`config.mk`:
```
export PLATFORM = sky130hd
export DESIGN_NAME = led_matrix_scan_rx
export DESIGN_NICKNAME = d
export VERILOG_FILES = /design/src/rtl/ledm_pkg.sv /design/src/rtl/ledm_edge_det.sv /design/src/rtl/led_matrix_scan_rx.sv
export SDC_FILE = /design/constraint.sdc
export NUM_CORES = 1
export LEC_CHECK = 0
export BUFFER_PORTS_ARGS = -buffer_cell sky130_fd_sc_hd__buf_4
export CAP_MARGIN = 10
export CORE_ASPECT_RATIO = 1.4
export CORE_MARGIN = 2
export CORE_UTILIZATION = 40
export DETAILED_ROUTE_END_ITERATION = 8
export PLACE_DENSITY = 0.56
export SYNTH_ARGS = -nofsm -noshare
export SYNTH_HDL_FRONTEND = slang
export SYNTH_SLANG_ARGS = --single-unit
```
`constraint.sdc`:
```
create_clock -name clk -period 5.5 [get_ports clk]
set_clock_uncertainty 0.05 [all_clocks]
set_input_delay 1.375 -clock clk [delete_from_list [all_inputs] [get_ports clk]]
set_output_delay 1.375 -clock clk [all_outputs]
set_load 0.02 [all_outputs]
```
`src/rtl/ledm_pkg.sv`:
```
// Shared definitions for the LED-matrix row-scan interface.
// Holds the default matrix geometry (shared with the LEDMatrix_m driver)
// and the receiver FSM state encoding.
package ledm_pkg;

  localparam int unsigned COLS_DEF  = 32;
  localparam int unsigned ROWS_DEF  = 16;
  localparam int unsigned ROW_W_DEF = 4;

  typedef enum logic [1:0] {
    S_IDLE,
    S_SHIFT,
    S_FULL,
    S_OVER
  } state_t;

endpackage

```
`src/rtl/ledm_edge_det.sv`:
```
// Rising-edge detector for a scan strobe (sclk or latch).
// Optional macro LEDM_RX_SYNC_EN inserts a 2-flop synchroniser ahead of
// the input register for asynchronous pins.
// Ports:
//   clk  - system clock
//   rst  - asynchronous active-high reset
//   din  - strobe input
//   rise - one-cycle registered pulse on each rising edge of din
module ledm_edge_det (
  input  logic clk,
  input  logic rst,
  input  logic din,
  output logic rise
);

  logic d_in;

`ifdef LEDM_RX_SYNC_EN
  logic [1:0] sync;

  always_ff @(posedge clk or posedge rst) begin
    if (rst) sync <= '0;
    else     sync <= {sync[0], din};
  end

  assign d_in = sync[1];
`else
  assign d_in = din;
`endif

  logic q1, q2;

  always_ff @(posedge clk or posedge rst) begin
    if (rst) begin
      q1   <= 1'b0;
      q2   <= 1'b0;
      rise <= 1'b0;
    end else begin
      q1   <= d_in;
      q2   <= q1;
      rise <= q1 & ~q2;
    end
  end

endmodule

```
`src/rtl/led_matrix_scan_rx.sv`:
```
// Receiver for the LED-matrix row-scan interface. Oversamples sclk, sdata,
// latch and row_addr on clk, deserialises each row (MSB first) and emits one
// row word per latch, a frame_done pulse after a clean frame, and pulses for
// wrong bit counts (len_err) and out-of-order rows (seq_err).
// Optional macro LEDM_RX_SYNC_EN adds input synchronisers (+2 cycles latency).
// Ports:
//   clk, rst          - system clock, asynchronous active-high reset
//   sclk, sdata       - shift clock and serial column data
//   latch, row_addr   - row latch strobe and row being latched
//   row_we, row_idx, row_data - row write strobe, index, captured row
//   frame_done, len_err, seq_err - frame/protocol status pulses
module led_matrix_scan_rx
  import ledm_pkg::*;
#(
  parameter int unsigned COLS  = COLS_DEF,
  parameter int unsigned ROWS  = ROWS_DEF,
  parameter int unsigned ROW_W = ROW_W_DEF
) (
  input  logic             clk,
  input  logic             rst,
  input  logic             sclk,
  input  logic             sdata,
  input  logic             latch,
  input  logic [ROW_W-1:0] row_addr,
  output logic             row_we,
  output logic [ROW_W-1:0] row_idx,
  output logic [COLS-1:0]  row_data,
  output logic             frame_done,
  output logic             len_err,
  output logic             seq_err
);

  localparam int unsigned CNT_W = $clog2(COLS + 1);

  logic sclk_rise, latch_rise;

  ledm_edge_det u_sclk_det  (.clk(clk), .rst(rst), .din(sclk),  .rise(sclk_rise));
  ledm_edge_det u_latch_det (.clk(clk), .rst(rst), .din(latch), .rise(latch_rise));

  // Data path delayed to line up with the registered rise pulses.
  logic [ROW_W:0] data_in, d1, d2;

`ifdef LEDM_RX_SYNC_EN
  logic [ROW_W:0] dsync0, dsync1;

  always_ff @(posedge clk or posedge rst) begin
    if (rst) begin
      dsync0 <= '0;
      dsync1 <= '0;
    end else begin
      dsync0 <= {row_addr, sdata};
      dsync1 <= dsync0;
    end
  end

  assign data_in = dsync1;
`else
  assign data_in = {row_addr, sdata};
`endif

  always_ff @(posedge clk or posedge rst) begin
    if (rst) begin
      d1 <= '0;
      d2 <= '0;
    end else begin
      d1 <= data_in;
      d2 <= d1;
    end
  end

  logic             sdata_al;
  logic [ROW_W-1:0] addr_al;
  assign sdata_al = d2[0];
  assign addr_al  = d2[ROW_W:1];

  state_t           state, state_nx;
  logic [CNT_W-1:0] count;
  logic [COLS-1:0]  shreg;
  logic             do_shift, row_ok, row_bad;

  always_ff @(posedge clk or posedge rst) begin
    if (rst) state <= S_IDLE;
    else     state <= state_nx;
  end

  // Latch has priority, so a coincident sclk rise is dropped.
  always_comb begin
    state_nx = state;
    if (latch_rise) begin
      state_nx = S_IDLE;
    end else if (sclk_rise) begin
      unique case (state)
        S_IDLE, S_SHIFT: state_nx = (count == CNT_W'(COLS - 1)) ? S_FULL : S_SHIFT;
        S_FULL, S_OVER:  state_nx = S_OVER;
        default:         state_nx = S_IDLE;
      endcase
    end
  end

  always_comb begin
    do_shift = 1'b0;
    row_ok   = 1'b0;
    row_bad  = 1'b0;
    if (latch_rise) begin
      row_ok  = (state == S_FULL);
      row_bad = (state != S_FULL);
    end else if (sclk_rise) begin
      do_shift = (state == S_IDLE) || (state == S_SHIFT);
    end
  end

  logic             frame_ok, seq_bad;
  logic [ROW_W-1:0] expected;
  logic             ev_we, ev_len, ev_seq, ev_done, done_d;
  logic [ROW_W-1:0] ev_idx;
  logic [COLS-1:0]  ev_data;

  assign seq_bad = (addr_al != expected);

  always_ff @(posedge clk or posedge rst) begin
    if (rst) begin
      count    <= '0;
      shreg    <= '0;
      expected <= '0;
      frame_ok <= 1'b1;
      ev_we    <= 1'b0;
      ev_len   <= 1'b0;
      ev_seq   <= 1'b0;
      ev_done  <= 1'b0;
      ev_idx   <= '0;
      ev_data  <= '0;
    end else begin
      if (latch_rise)    count <= '0;
      else if (do_shift) count <= count + CNT_W'(1);
      if (do_shift) shreg <= {shreg[COLS-2:0], sdata_al};

      ev_we   <= row_ok;
      ev_len  <= row_bad;
      ev_seq  <= row_ok & seq_bad;
      ev_done <= 1'b0;

      if (row_bad) frame_ok <= 1'b0;
      if (row_ok) begin
        ev_idx   <= addr_al;
        ev_data  <= shreg;
        expected <= addr_al + ROW_W'(1);
        // Last row closes the frame and re-arms the clean-frame flag.
        if (addr_al == ROW_W'(ROWS - 1)) begin
          ev_done  <= frame_ok & ~seq_bad;
          frame_ok <= 1'b1;
        end else if (seq_bad) begin
          frame_ok <= 1'b0;
        end
      end
    end
  end

  always_ff @(posedge clk or posedge rst) begin
    if (rst) begin
      row_we     <= 1'b0;
      row_idx    <= '0;
      row_data   <= '0;
      len_err    <= 1'b0;
      seq_err    <= 1'b0;
      done_d     <= 1'b0;
      frame_done <= 1'b0;
    end else begin
      row_we     <= ev_we;
      row_idx    <= ev_idx;
      row_data   <= ev_data;
      len_err    <= ev_len;
      seq_err    <= ev_seq;
      done_d     <= ev_done;
      frame_done <= done_d;
    end
  end

endmodule

```
# Word-level counts from Yosys, hierarchy flattened
# Index checks and enable logic that the tools add are counted.
dict set report classes {
  n_addsub 2
  eq_ne 7
  mux 16
  bitwise_logic 7
  n_reduce_logical 6
}
# cell n
set op_table {}
lappend op_table {{6-bit two-way mux} 2}
lappend op_table {{1-bit two-way mux} 10}
lappend op_table {{6-bit by 1-bit adder with 6-bit output (second input constant)} 1}
lappend op_table {{6-bit by 5-bit == test with 1-bit output (second input constant)} 1}
lappend op_table {{2-bit two-way mux} 3}
lappend op_table {{4-bit by 1-bit adder with 4-bit output (second input constant)} 1}
lappend op_table {{1-bit AND} 4}
lappend op_table {{2-bit == test (second input constant)} 2}
lappend op_table {{4-bit == test (second input constant)} 1}
lappend op_table {{4-bit != test} 1}
lappend op_table {{2-bit one-hot mux with 2 select lines} 1}
lappend op_table {{2-bit nonzero test} 2}
lappend op_table {{2-bit OR reduction} 2}
lappend op_table {{1-bit inverter} 3}
lappend op_table {{2-bit by 1-bit == test with 1-bit output (second input constant)} 1}
lappend op_table {{2-bit zero test} 1}
lappend op_table {{2-bit != test (second input constant)} 1}
lappend op_table {{1-bit logical OR} 1}
dict set report totals {
  regBits 142
  input_bits 9
  wordCells 64
}

# Depth between registers and ports, before layout
dict set report logic_depth {
  word_depth 6
  depth_mapped 5
  mapped_depth_nobuf 4
}

# Modules after synthesis
# From an unflattened synthesis, not the netlist that was laid out.
dict set report unflattened {
  hier_cells 358
  hier_area_um2 4947.2
}
# mod n_inst cells_each area_per_inst_um2
set by_module_without_submodules {}
lappend by_module_without_submodules {led_matrix_scan_rx 1 348 4762.1}
lappend by_module_without_submodules {ledm_edge_det 2 5 92.6}

# Worst setup path after synthesis
# OpenSTA, ideal clock, no wires.
dict set report synth_path {
  path_kind {flip-flop to output port}
  startpoint {register frame_done}
  endpoint {output port frame_done}
  t_arrival_ns 0.416
  path_slack_ns 3.659
  path_stages_with_launch 1
  path_buffers 0
  cell_sequence {dfrtp_1}
}
# element line_no
set synth_lines {}
lappend synth_lines {{from (decl)} led_matrix_scan_rx.sv:28} ;# output logic frame_done,
lappend synth_lines {{from (signal assigned)} led_matrix_scan_rx.sv:174} ;# frame_done <= done_d;
# No word-level cell between the ends.

# Worst setup path in the final report
dict set report layout_path {
  startpoint {register row_data[10]}
  endpoint {output port row_data[10]}
}
# element line_no
set layout_lines {}
lappend layout_lines {{from (decl)} led_matrix_scan_rx.sv:27} ;# output logic [COLS-1:0] row_data,
lappend layout_lines {{from (signal assigned)} led_matrix_scan_rx.sv:170} ;# row_data <= ev_data;
# No word-level cell between the ends.

==> results.sh <==
export IMPL_status="completed"
export IMPL_critPathKind="register to primary output"
export IMPL_vias=2319
export IMPL_dp_final_hpwl_um=4275
export IMPL_syn_area_per_cell_um2=16.99
export IMPL_cp_slowest_cell="dfrtp_1"
export IMPL_drt_iter0_drc=106
export IMPL_drive_gt1_share_pct=43.02
export IMPL_port_buffers=48
export IMPL_cp_start_kind="register"
export IMPL_numClockSinks=142
export IMPL_arrival_ns=0.96
export IMPL_relSlewSlack_pct=38.65
export IMPL_insertion_delay_ns=0.41
export IMPL_tns_ns=0
export IMPL_swShare_pct=21.86
export IMPL_grt_usage_pct=12.79
export IMPL_seq_power_share_pct=47.7
export IMPL_cts_htree_levels=4
export IMPL_clk_pin_slew_ns=0.06
export IMPL_postCtsHoldBufs=0
export IMPL_maxCapViolations=0
export IMPL_area_delta_synth_final_pct=23.46
export IMPL_grt_setup_unrepaired="false"
export IMPL_synth_most_common_cell="dfrtp_1"
export IMPL_wl_per_cell_um=14.31
export IMPL_max_freq_ghz=0.4193
export IMPL_grt_pass1_vias=2439
export IMPL_die_area_mm2=0.01280
export IMPL_critPathBufInv=1
export IMPL_grt_pass1_wl_um=12210
export IMPL_syn_inst=280
export IMPL_cts_tree="done"
export IMPL_grt_remaining_overflow=0
export IMPL_postRouteAntennaNets=0
export IMPL_net_switching_power_uw=522.2
export IMPL_synth_main_ff_cell="dfrtp_1"
export IMPL_hold_path_class="register to register"
export IMPL_fin_crit_ns=2.385
export IMPL_nNetsFinal=350
export IMPL_drt_pass1_iter_count=4
export IMPL_grt_start_max_net_pins=102
export IMPL_leakage_nw=3.010
export IMPL_n_fill_cell=1016
export IMPL_finalHoldViolations=0
export IMPL_cellPowerDensity_mw_per_mm2=406.6
export IMPL_multi_input_area_mm2=0.001127
export IMPL_netlist_area_mm2=0.004758
export IMPL_cts_made_buffers=17
export IMPL_crit_chain="buf_4"
export IMPL_via_per_inst=4.657
export IMPL_regArea_mm2=0.003555
export IMPL_ys_warnings_count=0
export IMPL_routed_wl_um=7128
export IMPL_cts_buffer_depth=2
export IMPL_finalSetupViolations=0
export IMPL_internal_power_mw=1.866
export IMPL_ys_seq_area_share_pct=74.70
export IMPL_r2r_setup_slack_ns=3.36
export IMPL_rows=47
export IMPL_synth_common_cells="dfrtp_1 (141), mux2_2 (66), xor2_1 (7), nor2_1 (6)"
export IMPL_drc=0
export IMPL_post_route_period_util_pct=43.36
export IMPL_synth_cell_types=30
export IMPL_critPathMaxFanout=1
export IMPL_ioPinCount=49
export IMPL_clkPwrFrac_pct=48.6
export IMPL_fp_dieW_um=96.18
export IMPL_post_cts_buffers=0
export IMPL_synth_area_leaders="dfrtp_1 (74%), mux2_2 (16%), xor2_1 (1.3%), mux2_1 (0.71%), dfstp_2 (0.55%)"
export IMPL_critPathRequiredTime_ns=4.07
export IMPL_synth_top_area_share_pct=74.15
export IMPL_cts_root_buf="clkbuf_16"
export IMPL_synth_edff_count=0
export IMPL_initial_utilization_pct=40.66
export IMPL_place_congestion=0.6937
export IMPL_setup_slack_ns=3.115
export IMPL_drv_slew=0
export IMPL_async_reset_ff_share_pct=100.0
export IMPL_core_mm2=0.01170
export IMPL_max_vdd_ir_drop_mv=0.2161
export IMPL_antenna_found_initial=0
export IMPL_dp_slack_ns=2.715
export IMPL_synth_net_count=291
export IMPL_cp_slowest_stage_delay_ns=0.39
export IMPL_tightest_slew_ns=0.9181
export IMPL_synth_seq_cells=142
export IMPL_synth_top_area_cell="dfrtp_1"
export IMPL_diodes=0
export IMPL_path_delay_family="flip-flops"
export IMPL_endpoint_kind="primary output"
export IMPL_fp_dieH_um=133.1
export IMPL_combinationalPowerShare_pct=3.7
export IMPL_cts_resized=0
cells by family after synthesis:
logic type      synth area share, %
compound gates                1.446
xor+xnor                      1.473
fa+ha+maj                    0.5258
buf+inv                       1.709
flops                         74.70
mux                           16.54
simple gates                  3.602
cell type report:
class | count | area share (%)
Tap cell | 147 | 3.131
Inverter | 5 | 0.4047
Timing Repair Buffer | 50 | 6.390
Clock inverter | 14 | 3.131
Multi-Input combinational cell | 123 | 19.19
Clock buffer | 17 | 7.242
Sequential cell | 142 | 60.51
per-stage QoR:
stage                     instances  utilization [%]  cell area [um^2]  hold WS (ns)  power [mW]
after floorplan                 280                -              4758        0.2812       1.220
after global placement          467            44.99              5265        0.2813       1.246
after detailed placement        467            44.99              5265        0.2847       1.251
after CTS                       498            50.20              5874        0.2942       2.423
after global routing            498            50.20              5874        0.3064       2.484
final                           498            50.20              5874        0.2966       2.388
path summary, 6_finish.rpt:
| path | end | cells past startpoint | start |
|---|---|---|---|
| max | row_data[10] | 1 | row_data[10] |
| min | len_err | 0 | ev_len |
| max reg2reg | ev_data[20] | 3 | u_latch_det.rise |
| min reg2reg | len_err | 0 | ev_len |
| max in group asynchronous | ev_data[23] | 3 | rst |
| min in group asynchronous | row_data[8] | 2 | rst |
metal layers:
metal | GRT usage (%) | part of all wire (%) | vias to the layer above | routed length, um
li1 | - | - | 1069 | -
met1 | 16.10 | 42 | 1194 | 3009
met2 | 19.14 | 52 | 48 | 3711
met3 | 4.328 | 3.8 | 8 | 270
met4 | 7.143 | 1.9 | 0 | 136
met5 | 0 | 0 | - | 0
power by group through the flow:
stage,clock network (mW),logic (mW),registers (mW)
after floorplan,0,0.0761,1.14
after global placement,0,0.0894,1.16
after detailed placement,0,0.0915,1.16
after CTS,1.19,0.0921,1.14
after global routing,1.24,0.101,1.15
final,1.16,0.0886,1.14
flip-flops by register name, summed over array words and instances (netlist names), 2 cells and up:
name and cells:
count 6, row_data 32, ev_data 32, row_idx 4, shreg 32, state 2, d1 5, d2 5
ev_idx 4, expected 4
layout by cell type (no fill, tap or decap), types with 2 or more instances in the layout:
cell type and count:
a21oi_1 4, dfrtp_1 141, o21ai_0 5, nand3_1 4, nor2b_1 3, buf_4 50
clkinvlp_4 4, nor4_1 2, or3_1 3, inv_1 4, ha_1 2, inv_6 5
and3_1 2, mux2_2 66, mux2_1 3, nand3b_1 2, clkbuf_16 17, xor2_1 7
nand2_1 5, bufinv_16 3, clkinv_4 2, nor2_1 6
No activity file was read; power rests on OpenSTA's default activity.
